<file path="src/rtl/seqdet_pkg.sv">
// ---------------------------------------------------------------------------
// seqdet_pkg
// Shared types and helpers for the programmable sequence detector.
//   seqdet_state_t : detector FSM state (IDLE / FILL / DETECT)
//   seqdet_len_w() : width needed to hold a pattern length 0..PAT_W
// ---------------------------------------------------------------------------
package seqdet_pkg;

    typedef enum logic [1:0] {
        IDLE   = 2'd0,
        FILL   = 2'd1,
        DETECT = 2'd2
    } seqdet_state_t;

    function automatic int seqdet_len_w(input int pat_w);
        return $clog2(pat_w + 1);
    endfunction

endpackage

</file>
<file path="src/rtl/seqdet_sat_counter.sv">
// ---------------------------------------------------------------------------
// seqdet_sat_counter
// Saturating up-counter for detected matches. Clear has priority over
// increment; the count sticks at all-ones once reached.
// Ports:
//   clk     : rising-edge clock
//   reset_n : asynchronous active-low reset (count -> 0)
//   inc     : count one event this cycle
//   clr     : synchronous clear, wins over inc
//   count   : registered count value
// ---------------------------------------------------------------------------
module seqdet_sat_counter #(
    parameter int CNT_W = 8
) (
    input  logic             clk,
    input  logic             reset_n,
    input  logic             inc,
    input  logic             clr,
    output logic [CNT_W-1:0] count
);

    localparam logic [CNT_W-1:0] CNT_MAX = '1;

    function automatic logic [CNT_W-1:0] sat_inc(input logic [CNT_W-1:0] val);
        return (val == CNT_MAX) ? CNT_MAX : val + CNT_W'(1);
    endfunction

    always_ff @(posedge clk or negedge reset_n) begin
        if (!reset_n) begin
            count <= '0;
        end else if (clr) begin
            count <= '0;
        end else if (inc) begin
            count <= sat_inc(count);
        end
    end

endmodule

</file>
<file path="src/rtl/seq_detect_prog.sv">
// ---------------------------------------------------------------------------
// seq_detect_prog
// Runtime-programmable serial bit-pattern detector. A pattern of 1..PAT_W
// bits is loaded with cfg_load and searched for in the qualified serial
// stream, with or without overlapping matches.
//
// Build option: define SEQDET_COUNT_EN to include the saturating match
// counter (match_count / count_clr). Without it match_count is tied to 0
// and count_clr is ignored.
//
// Ports:
//   clk          : rising-edge clock
//   reset_n      : asynchronous active-low reset
//   in_valid     : in_bit is sampled this cycle
//   in_bit       : serial data bit
//   cfg_load     : latch cfg_pattern / cfg_len / cfg_overlap (wins over in_valid)
//   cfg_pattern  : pattern, oldest bit at cfg_len-1, newest at bit 0
//   cfg_len      : pattern length, legal range 1..PAT_W
//   cfg_overlap  : 1 = overlapping matches allowed
//   count_clr    : synchronous clear of match_count
//   match        : registered one-cycle pulse per detected pattern
//   match_count  : saturating number of matches
//   busy         : a legal configuration is held
// ---------------------------------------------------------------------------
module seq_detect_prog
    import seqdet_pkg::*;
#(
    parameter int PAT_W = 8,
    parameter int CNT_W = 8,
    parameter int LEN_W = seqdet_len_w(PAT_W)
) (
    input  logic             clk,
    input  logic             reset_n,
    input  logic             in_valid,
    input  logic             in_bit,
    input  logic             cfg_load,
    input  logic [PAT_W-1:0] cfg_pattern,
    input  logic [LEN_W-1:0] cfg_len,
    input  logic             cfg_overlap,
    input  logic             count_clr,
    output logic             match,
    output logic [CNT_W-1:0] match_count,
    output logic             busy
);

    localparam logic [LEN_W-1:0] MAX_LEN = LEN_W'(PAT_W);

    seqdet_state_t    state;
    logic [PAT_W-1:0] pat_r;
    logic [LEN_W-1:0] len_r;
    logic             ovl_r;
    logic [PAT_W-1:0] hist;
    logic [LEN_W-1:0] fill;

    logic [PAT_W-1:0] hist_next;
    logic [LEN_W-1:0] fill_next;
    logic [PAT_W-1:0] len_mask;
    logic             cfg_legal;
    logic             accept;
    logic             hit;
    logic             unused_hist_msb;

    assign cfg_legal = (cfg_len != '0) && (cfg_len <= MAX_LEN);

    // No bits are taken without a legal configuration, and a load in the
    // same cycle discards the incoming bit.
    assign accept    = in_valid && !cfg_load && (state != IDLE);

    // The oldest history bit simply falls off the end of the shift.
    assign hist_next       = {hist[PAT_W-2:0], in_bit};
    assign unused_hist_msb = hist[PAT_W-1];

    // fill never exceeds len_r, so fill+1 cannot overflow LEN_W here.
    assign fill_next = (fill >= len_r) ? len_r : fill + LEN_W'(1);

    // Only the low len_r bits take part in the comparison.
    always_comb begin
        len_mask = '0;
        for (int i = 0; i < PAT_W; i++) begin
            len_mask[i] = (LEN_W'(i) < len_r);
        end
    end

    assign hit = accept && (fill_next == len_r) &&
                 (((hist_next ^ pat_r) & len_mask) == '0);

    always_ff @(posedge clk or negedge reset_n) begin
        if (!reset_n) begin
            state <= IDLE;
            busy  <= 1'b0;
            pat_r <= '0;
            len_r <= '0;
            ovl_r <= 1'b0;
            hist  <= '0;
            fill  <= '0;
            match <= 1'b0;
        end else if (cfg_load) begin
            pat_r <= cfg_pattern;
            len_r <= cfg_len;
            ovl_r <= cfg_overlap;
            hist  <= '0;
            fill  <= '0;
            match <= 1'b0;
            state <= cfg_legal ? FILL : IDLE;
            busy  <= cfg_legal;
        end else if (accept) begin
            hist  <= hist_next;
            match <= hit;
            if (hit && !ovl_r) begin
                // Non-overlapping: the completing bit starts nothing new.
                fill  <= '0;
                state <= (len_r == LEN_W'(1)) ? DETECT : FILL;
            end else begin
                fill  <= fill_next;
                state <= (fill_next == len_r) ? DETECT : FILL;
            end
        end else begin
            match <= 1'b0;
        end
    end

`ifdef SEQDET_COUNT_EN
    // Counts the registered match pulse, so the count moves one edge after
    // the completing bit, in the cycle match is high.
    seqdet_sat_counter #(
        .CNT_W (CNT_W)
    ) u_cnt (
        .clk     (clk),
        .reset_n (reset_n),
        .inc     (match),
        .clr     (count_clr),
        .count   (match_count)
    );
`else
    logic unused_count_clr;
    assign unused_count_clr = count_clr;
    assign match_count      = '0;
`endif

endmodule

</file>
<file path="config.mk">
export PLATFORM = sky130hd
export DESIGN_NAME = seq_detect_prog
export DESIGN_NICKNAME = d
export VERILOG_FILES = /design/src/rtl/seqdet_pkg.sv /design/src/rtl/seqdet_sat_counter.sv /design/src/rtl/seq_detect_prog.sv
export SDC_FILE = /design/constraint.sdc
export NUM_CORES = 1
export LEC_CHECK = 0
export CORE_MARGIN = 5
export CORE_UTILIZATION = 41
export CTS_BUF_LIST = sky130_fd_sc_hd__clkbuf_4
export CTS_CLUSTER_DIAMETER = 100
export DETAILED_ROUTE_END_ITERATION = 8
export PLACE_DENSITY = 0.71
export SYNTH_ARGS = -nofsm -noshare
export SYNTH_HDL_FRONTEND = slang
export SYNTH_SLANG_ARGS = --single-unit
</file>
<file path="constraint.sdc">
create_clock -name clk -period 2.25 [get_ports clk]
set_input_delay 0.45 -clock clk [delete_from_list [all_inputs] [get_ports clk]]
set_output_delay 0.45 -clock clk [all_outputs]
set_load 0.1 [all_outputs]
</file>
# == After elaboration in Yosys (flattened, before gate mapping) ==
# Index checks and enable logic that the tools add are counted.
# totals
regBits,28
latch_bits,0
ramBits,0
romBits,0
input_bits,19
out_inout_bits,10
elab_cells,49
mem_count,0
# op_classes
add_sub_neg,1
mul,0
div_mod_pow,0
magnitude_cmp,10
eq_ne,2
shifts,0
muxes,14
bitwise,2
reduce_logical,12
# op_table
operator,count
"3-bit by 4-bit less-than comparator with 1-bit output, first input constant",4
4-bit two-way mux,4
7-bit two-way mux,2
2-bit two-way mux,5
8-bit bitwise AND,1
8-bit zero test,1
"1-bit by 4-bit less-than comparator with 1-bit output, first input constant",2
"2-bit by 4-bit less-than comparator with 1-bit output, first input constant",2
8-bit bitwise XOR,1
1-bit logical AND,6
"4-bit by 1-bit adder with 4-bit output, second input constant",1
"4-bit by 1-bit equality test with 1-bit output, second input constant",1
4-bit equality test,1
4-bit greater-or-equal comparator,1
"4-bit less-or-equal comparator, second input constant",1
2-bit nonzero test,2
4-bit nonzero test,1
1-bit two-way mux,3
1-bit zero test,2

# == Longest topological paths before layout ==
# Gate-level depths: netlist of the first run.
# depth
word_depth,9
ltp_mapped,8

# == Least setup slack after synthesis of the first run ==
# Ideal clock, no wire load.
# synth_path
path_kind,flip-flop to flip-flop
from,reg len_r[0]
to,reg fill[2]
t_arrival_ns,1.900
required_time_ns,2.125
setup_slack_ns,0.225
path_stages_with_launch,8
period_less_slack_ns,2.025
path_cell_list,dfrtp_1 > clkbuf_1 > or4b_1 > a221oi_2 > o2111ai_1 > a211oi_2 > or2b_2 > o22ai_1
# synth_via
elab_chain_cells,9
elab_cells_between_ends,19
# synth_rtl
item,line_no,text
start: declaration,seq_detect_prog.sv:50,logic [LEN_W-1:0] len_r;
start signal: assignment,seq_detect_prog.sv:99,len_r <= cfg_len;
4-bit greater-or-equal comparator,seq_detect_prog.sv:74,assign fill_next = (fill >= len_r) ? len_r : fill + LEN_W'(1);
4-bit two-way mux,seq_detect_prog.sv:74,
4-bit equality test,seq_detect_prog.sv:84,assign hit = accept && (fill_next == len_r) &&
1-bit logical AND (2 in a row),seq_detect_prog.sv:84,
1-bit logical AND,seq_detect_prog.sv:109,if (hit && !ovl_r) begin
4-bit two-way mux *,seq_detect_prog.sv:109,
4-bit two-way mux *,seq_detect_prog.sv:106,end else if (accept) begin
4-bit two-way mux *,seq_detect_prog.sv:97,end else if (cfg_load) begin
end signal: assignment,seq_detect_prog.sv:114,fill <= fill_next;
end: declaration,seq_detect_prog.sv:53,logic [LEN_W-1:0] fill;
# Every way passes the cells marked *; elsewhere a longest branch is shown, timed or not. The select of a mux whose other input is x is not followed.
# A chain may end at the register's enable or synchronous reset.

# == Worst setup path in the final report of the first run ==
# layout_path
from,reg len_r[1]
to,reg fill[2]
# Same word-level chain as after synthesis.

==> out/metrics.csv, run 1 <==
metric,value,unit
run status,"finished, final reports clean",
final-report setup violation count,0,
detailed-route via count,1173,
number of global-route vias before repair,1144,
time the final worst path needs with I/O delays and setup,2.18,ns
prevailing post-synth register cell,sky130_fd_sc_hd__dfrtp_1,
total congestion overflow,0,
last element of the critical path,fill[2],
number of flops mapped to enable cells by yosys,0,
height of the die,71.9,µm
Setup Total Neg Slack,0,ns
critical register-to-register path startpoint,len_r[1],
part of the cycle the worst path needs,0.970,
n_diodes,0,
# nets final,200,
max-slew violation total from the final report,0,
Site Rows,22,
detailed-route wire length,3.11,mm
crit end category,flip-flop,
post-synthesis instance total,150,
Final Total Pwr,0.00125,W
TritonCTS clock tree,yes,
width of the die,71.9,µm
number of port buffers,19,
wire length of the first global-routing pass,5.18,mm
Skew-Pair Late Insertion Delay,0.33,ns
type of the tightest min-delay check,in2async,
data required time of the worst path,2.49,ns
layout-stage area growth over the synthesis result,21.4,%
reg-to-reg setup timing slack,0.07,ns
worst-path cell chain,or4b_4 -> a221oi_4 -> o2111ai_2 -> a211oi_2 -> or2b_4 -> o22ai_1,
Setup Skew,0.00350,ns
DIE AREA,5170,µm²
clock-pin slew of the registers on the worst-case setup and hold paths,0.15,ns
ratio of total power to cell area,658,nW/µm²
sequential-to-total area share from yosys stat,0.446,
final cell utilization of the core,0.517,
Crit-path slowest cell,sky130_fd_sc_hd__or4b_4,
number of violations of the max-capacitance limit,0,
YS warnings,0,
most frequent standard cell in the layout excluding fill and tap cells,sky130_fd_sc_hd__dfrtp_1,
worst setup slack after placement,-0.0410,ns
"Async S/R FF share, synth",1.00,
largest stage delay on the critical path,0.56,ns
Fmax,458,MHz
antenna-violating nets left,0,
Yosys cell types,42,
final setup slack of the worst path,0.0683,ns
antenna violations before repair,0,
sink count of the clock tree,28,
CTS max path bufs,2,
DRC violation count after routing,0,
Detail Placement HPWL,2.32,mm
I/O Pins,29,
static leakage power,0.838,nW
slew at the pin with the worst max-slew slack,0.661,ns
number of buffers inserted for hold repair after clock tree synthesis,0,
fraction of final layout cells with drive strength greater than 1,0.217,
crit path launch,len_r[1],
"commonest cells after routing, fill and taps aside","25 x sky130_fd_sc_hd__dfrtp_1, 17 x sky130_fd_sc_hd__clkdlybuf4s50_1, 12 x sky130_fd_sc_hd__buf_4",
setup repair after global routing missed its margin,yes,
critical path class,reg2reg,
total core area,3690,µm²
Mean Syn Cell Area,10.5,µm²
arrival time of the worst setup path,2.42,ns
Register-to-Register Path Depth,6,
Critical Path Start Type,flip-flop,
initial standard-cell utilization of the core,0.426,
Final Hold Viols,0,
largest net degree at the start of global routing,29,
Detailed Routing Iterations Pass 1,4,
routed via count divided by cell count,5.26,
VDD IR max,315,µV
synthesized area,1570,µm²
H-tree lvl count,1,
routability congestion estimate,0.900,
routed wirelength normalized by instance count,13.9,µm
Yosys reg bits,28,
largest fanout of any net on the critical path,7,
Critical R2R Capture,fill[2],
clock buffers created by TritonCTS,3,
clk root buf,sky130_fd_sc_hd__clkbuf_4,
Slew Limit Headroom,0.558,
all-layer global routing usage,0.126,
number of DRC markers in iteration 0,76,
==> layout make-up <==
class                   count  area (µm²)
flip-flops and latches     28         704
fillers                   341        1780
multi-input cells         106         798
clock inverters             1        30.0
well taps                  48        60.1
inverters                   7        26.3
clock buffers               3        22.5
repair buffers             30         265
==> metal layers <==
layer / share of wire / up-vias / track usage
li1: - / 567 / -
met1: 0.45 / 574 / 0.159
met2: 0.49 / 27 / 0.216
met3: 0.052 / 5 / 0.0379
met4: 0.0055 / 0 / 0.0209
met5: 0 / - / 0
==> cells in the mapped netlist, types with 2 or more instances <==
cell type,instances,share of area
sky130_fd_sc_hd__xnor2_1,6,0.033
sky130_fd_sc_hd__inv_1,7,0.017
sky130_fd_sc_hd__nor2_1,9,0.022
sky130_fd_sc_hd__a211oi_1,2,0.0096
sky130_fd_sc_hd__nand2_1,8,0.019
sky130_fd_sc_hd__nor3_1,2,0.0064
sky130_fd_sc_hd__clkbuf_1,4,0.0096
sky130_fd_sc_hd__ha_1,5,0.040
sky130_fd_sc_hd__a21oi_1,6,0.019
sky130_fd_sc_hd__o21a_1,2,0.0096
sky130_fd_sc_hd__buf_2,2,0.0064
sky130_fd_sc_hd__nand2b_1,2,0.0080
sky130_fd_sc_hd__o22ai_1,2,0.0080
sky130_fd_sc_hd__o21ai_0,6,0.019
sky130_fd_sc_hd__mux2_2,10,0.072
sky130_fd_sc_hd__a31oi_1,2,0.0080
sky130_fd_sc_hd__buf_4,8,0.038
sky130_fd_sc_hd__dfrtp_1,28,0.45
sky130_fd_sc_hd__xor2_1,9,0.050
sky130_fd_sc_hd__a22o_1,8,0.045
==> metrics by stage <==
stage | cells | hold slack, ns | area [µm²]
floorplan | 157 | 0.154 | 1600
global placement | 217 | 0.503 | 1810
detailed placement | 217 | 0.500 | 1810
CTS | 221 | 0.478 | 1860
global route | 223 | 0.494 | 1910
finish | 223 | 0.466 | 1910
==> worst max-delay path, delay by kind of cell (launching register included) <==
family / cells / cell delay (ns)
and+or+nand+nor: 2 / 0.76
AOI/OAI and AO/OA: 4 / 0.85
DFF: 1 / 0.48
==> power by group <==
group          internal, W  switching, W
Combinational     0.000139      0.000204
Clock             0.000180      0.000154
Sequential        0.000540     0.0000364
Total             0.000860      0.000394
==> cell families (layout without fill, tap and decap cells) <==
group,after synthesis,after routing,synth area share
compound gates,38,38,0.179
simple gates,30,30,0.0964
mux,10,10,0.0717
fa+ha+maj,5,5,0.0398
xor+xnor,15,15,0.0837
flops,28,28,0.446
buf+inv,23,41,0.0805
other cells,1,8,0.00239
==> sequential cells by signal, indices dropped and copies added (netlist names) <==
signal and count:
len_r 4, hist 7, match 1, busy 1
state 2, fill 4, pat_r 8, ovl_r 1
==> how the worst min path moves through the flow <==
stage	start	end	slack, ns	depth (start not counted)
2_1_floorplan	reset_n	busy	0.15	0
3_3_place_gp	hist[6]	hist[6]	0.50	1
3_5_place_dp	hist[6]	hist[6]	0.50	1
4_1_cts	reset_n	match	0.48	2
5_1_grt	reset_n	pat_r[7]	0.49	2
6_report	reset_n	len_r[3]	0.47	2
==> timing repair <==
action                                 4_1_cts  5_1_grt
endpoints found under the hold margin        0        0
pin swaps                                    1        1
setup buffers                                0        2
resized for setup                            1        7
setup endpoints to repair                    4        4
Note: power is estimated with default switching activity, not from simulation.
==> inputs of run 2 (changes only) <==
--- a/config.mk
+++ b/config.mk
@@ -5,7 +5,6 @@
 export SDC_FILE = /design/constraint.sdc
 export NUM_CORES = 1
 export LEC_CHECK = 0
-export CORE_MARGIN = 5
 export CORE_UTILIZATION = 41
 export CTS_BUF_LIST = sky130_fd_sc_hd__clkbuf_4
 export CTS_CLUSTER_DIAMETER = 100
==> out/metrics.csv, run 2 (same netlist as run 1, synthesis figures left out) <==
metric,value,unit,change
total congestion overflow,0,,unchanged
sink count of the clock tree,28,,unchanged
DIE AREA,4080,µm²,-21%
CTS max path bufs,2,,unchanged
initial standard-cell utilization of the core,0.429,,+0.00320
part of the cycle the worst path needs,0.964,,-0.00518
largest registers,"pat_r (8), hist (7)",,
share of power burned in combinational logic,0.270,,-0.003
number of buffers inserted for hold repair after clock tree synthesis,0,,unchanged
slew at the pin with the worst max-slew slack,0.670,ns,+0.00872 ns
max FFs per register,8,,unchanged
layout-stage area growth over the synthesis result,19.6,%,
VDD IR max,457,µV,+45%
most frequent standard cell in the layout excluding fill and tap cells,sky130_fd_sc_hd__dfrtp_1,,
Detail Placement HPWL,2.18,mm,-5.7%
height of the die,63.9,µm,-11%
ratio of total power to cell area,665,nW/µm²,+1.1%
final-report setup violation count,0,,unchanged
# nets final,198,,-1.0%
number of port buffers,19,,unchanged
largest net degree at the start of global routing,29,,unchanged
static leakage power,0.818,nW,-2.5%
total core area,3660,µm²,-0.75%
Setup Skew,0.00514,ns,+0.00164 ns
time the final worst path needs with I/O delays and setup,2.17,ns,-0.0117 ns
Site Rows,22,,unchanged
data required time of the worst path,2.49,ns,about the same
all-layer global routing usage,0.162,,+0.0360
fraction of final layout cells with drive strength greater than 1,0.208,,-0.00905
routability congestion estimate,0.901,,+0.18%
Setup Total Neg Slack,0,ns,unchanged
antenna-violating nets left,0,,unchanged
sequential share of power,0.463,,+0.003
arrival time of the worst setup path,2.41,ns,about the same
Skew-Pair Late Insertion Delay,0.33,ns,about the same
clk root buf,sky130_fd_sc_hd__clkbuf_4,,
detailed-route via count,1179,,+0.51%
Reg with most FFs,pat_r,,
Critical Path Start Type,flip-flop,,
I/O Pins,29,,unchanged
clock-pin slew of the registers on the worst-case setup and hold paths,0.15,ns,about the same
run status,"finished, final reports clean",,
Final Hold Viols,0,,unchanged
final cell utilization of the core,0.513,,-0.00397
share of power burned in the clock network,0.267,,about the same
Slew Limit Headroom,0.553,,-0.00582
wire length of the first global-routing pass,5.15,mm,-0.54%
largest fanout of any net on the critical path,9,,+2
routed via count divided by cell count,5.33,,+1.4%
max-slew violation total from the final report,0,,unchanged
switching share of power,0.313,,-0.00114
antenna violations before repair,0,,unchanged
detailed-route wire length,3.02,mm,-2.9%
cell-internal power,0.000857,W,-0.30%
TritonCTS clock tree,yes,,
number of global-route vias before repair,1178,,+3.0%
width of the die,63.9,µm,-11%
H-tree lvl count,1,,unchanged
Detailed Routing Iterations Pass 1,4,,unchanged
crit end category,flip-flop,,
"commonest cells after routing, fill and taps aside","24 x sky130_fd_sc_hd__dfrtp_1, 17 x sky130_fd_sc_hd__clkdlybuf4s50_1, 11 x sky130_fd_sc_hd__buf_4",,
clock buffers created by TritonCTS,3,,unchanged
Final Total Pwr,0.00125,W,-0.47%
Fmax,461,MHz,+0.54%
Final Hold Slack,0.467,ns,+0.000747 ns
n_diodes,0,,unchanged
DRC violation count after routing,0,,unchanged
type of the tightest min-delay check,in2async,,
Fill cells,353,,+3.5%
number of DRC markers in iteration 0,28,,-63%
net switching power of the design,0.000391,W,-0.83%
routed wirelength normalized by instance count,13.7,µm,-2.0%
critical path class,reg2reg,,
number of violations of the max-capacitance limit,0,,unchanged
## run 2: timing repair
action | 4_1_cts | 5_1_grt
pin swaps | 0 | 1
setup buffers | 0 | 2
setup endpoints to repair | 4 | 5
gates cloned | 0 | 0
gates resized for setup | 1 | 5
## run 2: worst max-delay path: stages, from the launching register on
cell and delay [ns]:
sky130_fd_sc_hd__dfrtp_2 0.49, sky130_fd_sc_hd__or4b_1 0.54, sky130_fd_sc_hd__a221oi_2 0.28, sky130_fd_sc_hd__o2111ai_2 0.17, sky130_fd_sc_hd__a211oi_2 0.29, sky130_fd_sc_hd__or2b_2 0.21
sky130_fd_sc_hd__o22ai_1 0.09
## run 2: cell type report
class	count	area, µm²	share of cell area
Inverter	7	26.3	0.0140
Sequential cell	28	706	0.376
Clock buffer	3	22.5	0.0120
Multi-Input combinational cell	106	781	0.416
Clock inverter	1	30.0	0.0160
Timing Repair Buffer	28	253	0.135
Tap cell	48	60.1	0.0320
## run 2: power groups by stage
stage	Sequential, W	Clock (W)	Combinational [W]
global route	0.000584	0.000360	0.000369
finish	0.000578	0.000333	0.000337
detailed placement	0.000587	0	0.000324
CTS	0.000578	0.000344	0.000329
global placement	0.000585	0	0.000317
floorplan	0.000585	0	0.000241
## run 2: per-layer routing
metal / share of wire / GRT usage / wire [µm]
met1: 0.46 / 0.199 / 1380
met2: 0.49 / 0.281 / 1480
met3: 0.044 / 0.0500 / 133
met4: 0.0080 / 0.0284 / 24
met5: 0 / 0 / 0
## run 2: path summary, 6_finish.rpt
path,start,endpoint,slack (ns),depth (start not counted)
setup / recovery,len_r[3],fill[2],0.08,6
hold / removal,reset_n,len_r[3],0.47,2
setup reg to reg,len_r[3],fill[2],0.08,6
hold reg to reg,hist[6],hist[6],0.54,1
max in group asynchronous,reset_n,fill[0],1.50,2
min in group clk,hist[6],hist[6],0.54,1
## run 2: per-stage QoR
step	instances	setup slack [ns]	instance area (µm²)
6_report	221	0.0799	1880
5_1_grt	221	-0.0108	1880
4_1_cts	219	0.0148	1850
3_5_place_dp	215	-0.0355	1790
3_3_place_gp	215	0.00308	1790
2_1_floorplan	157	0.225	1600
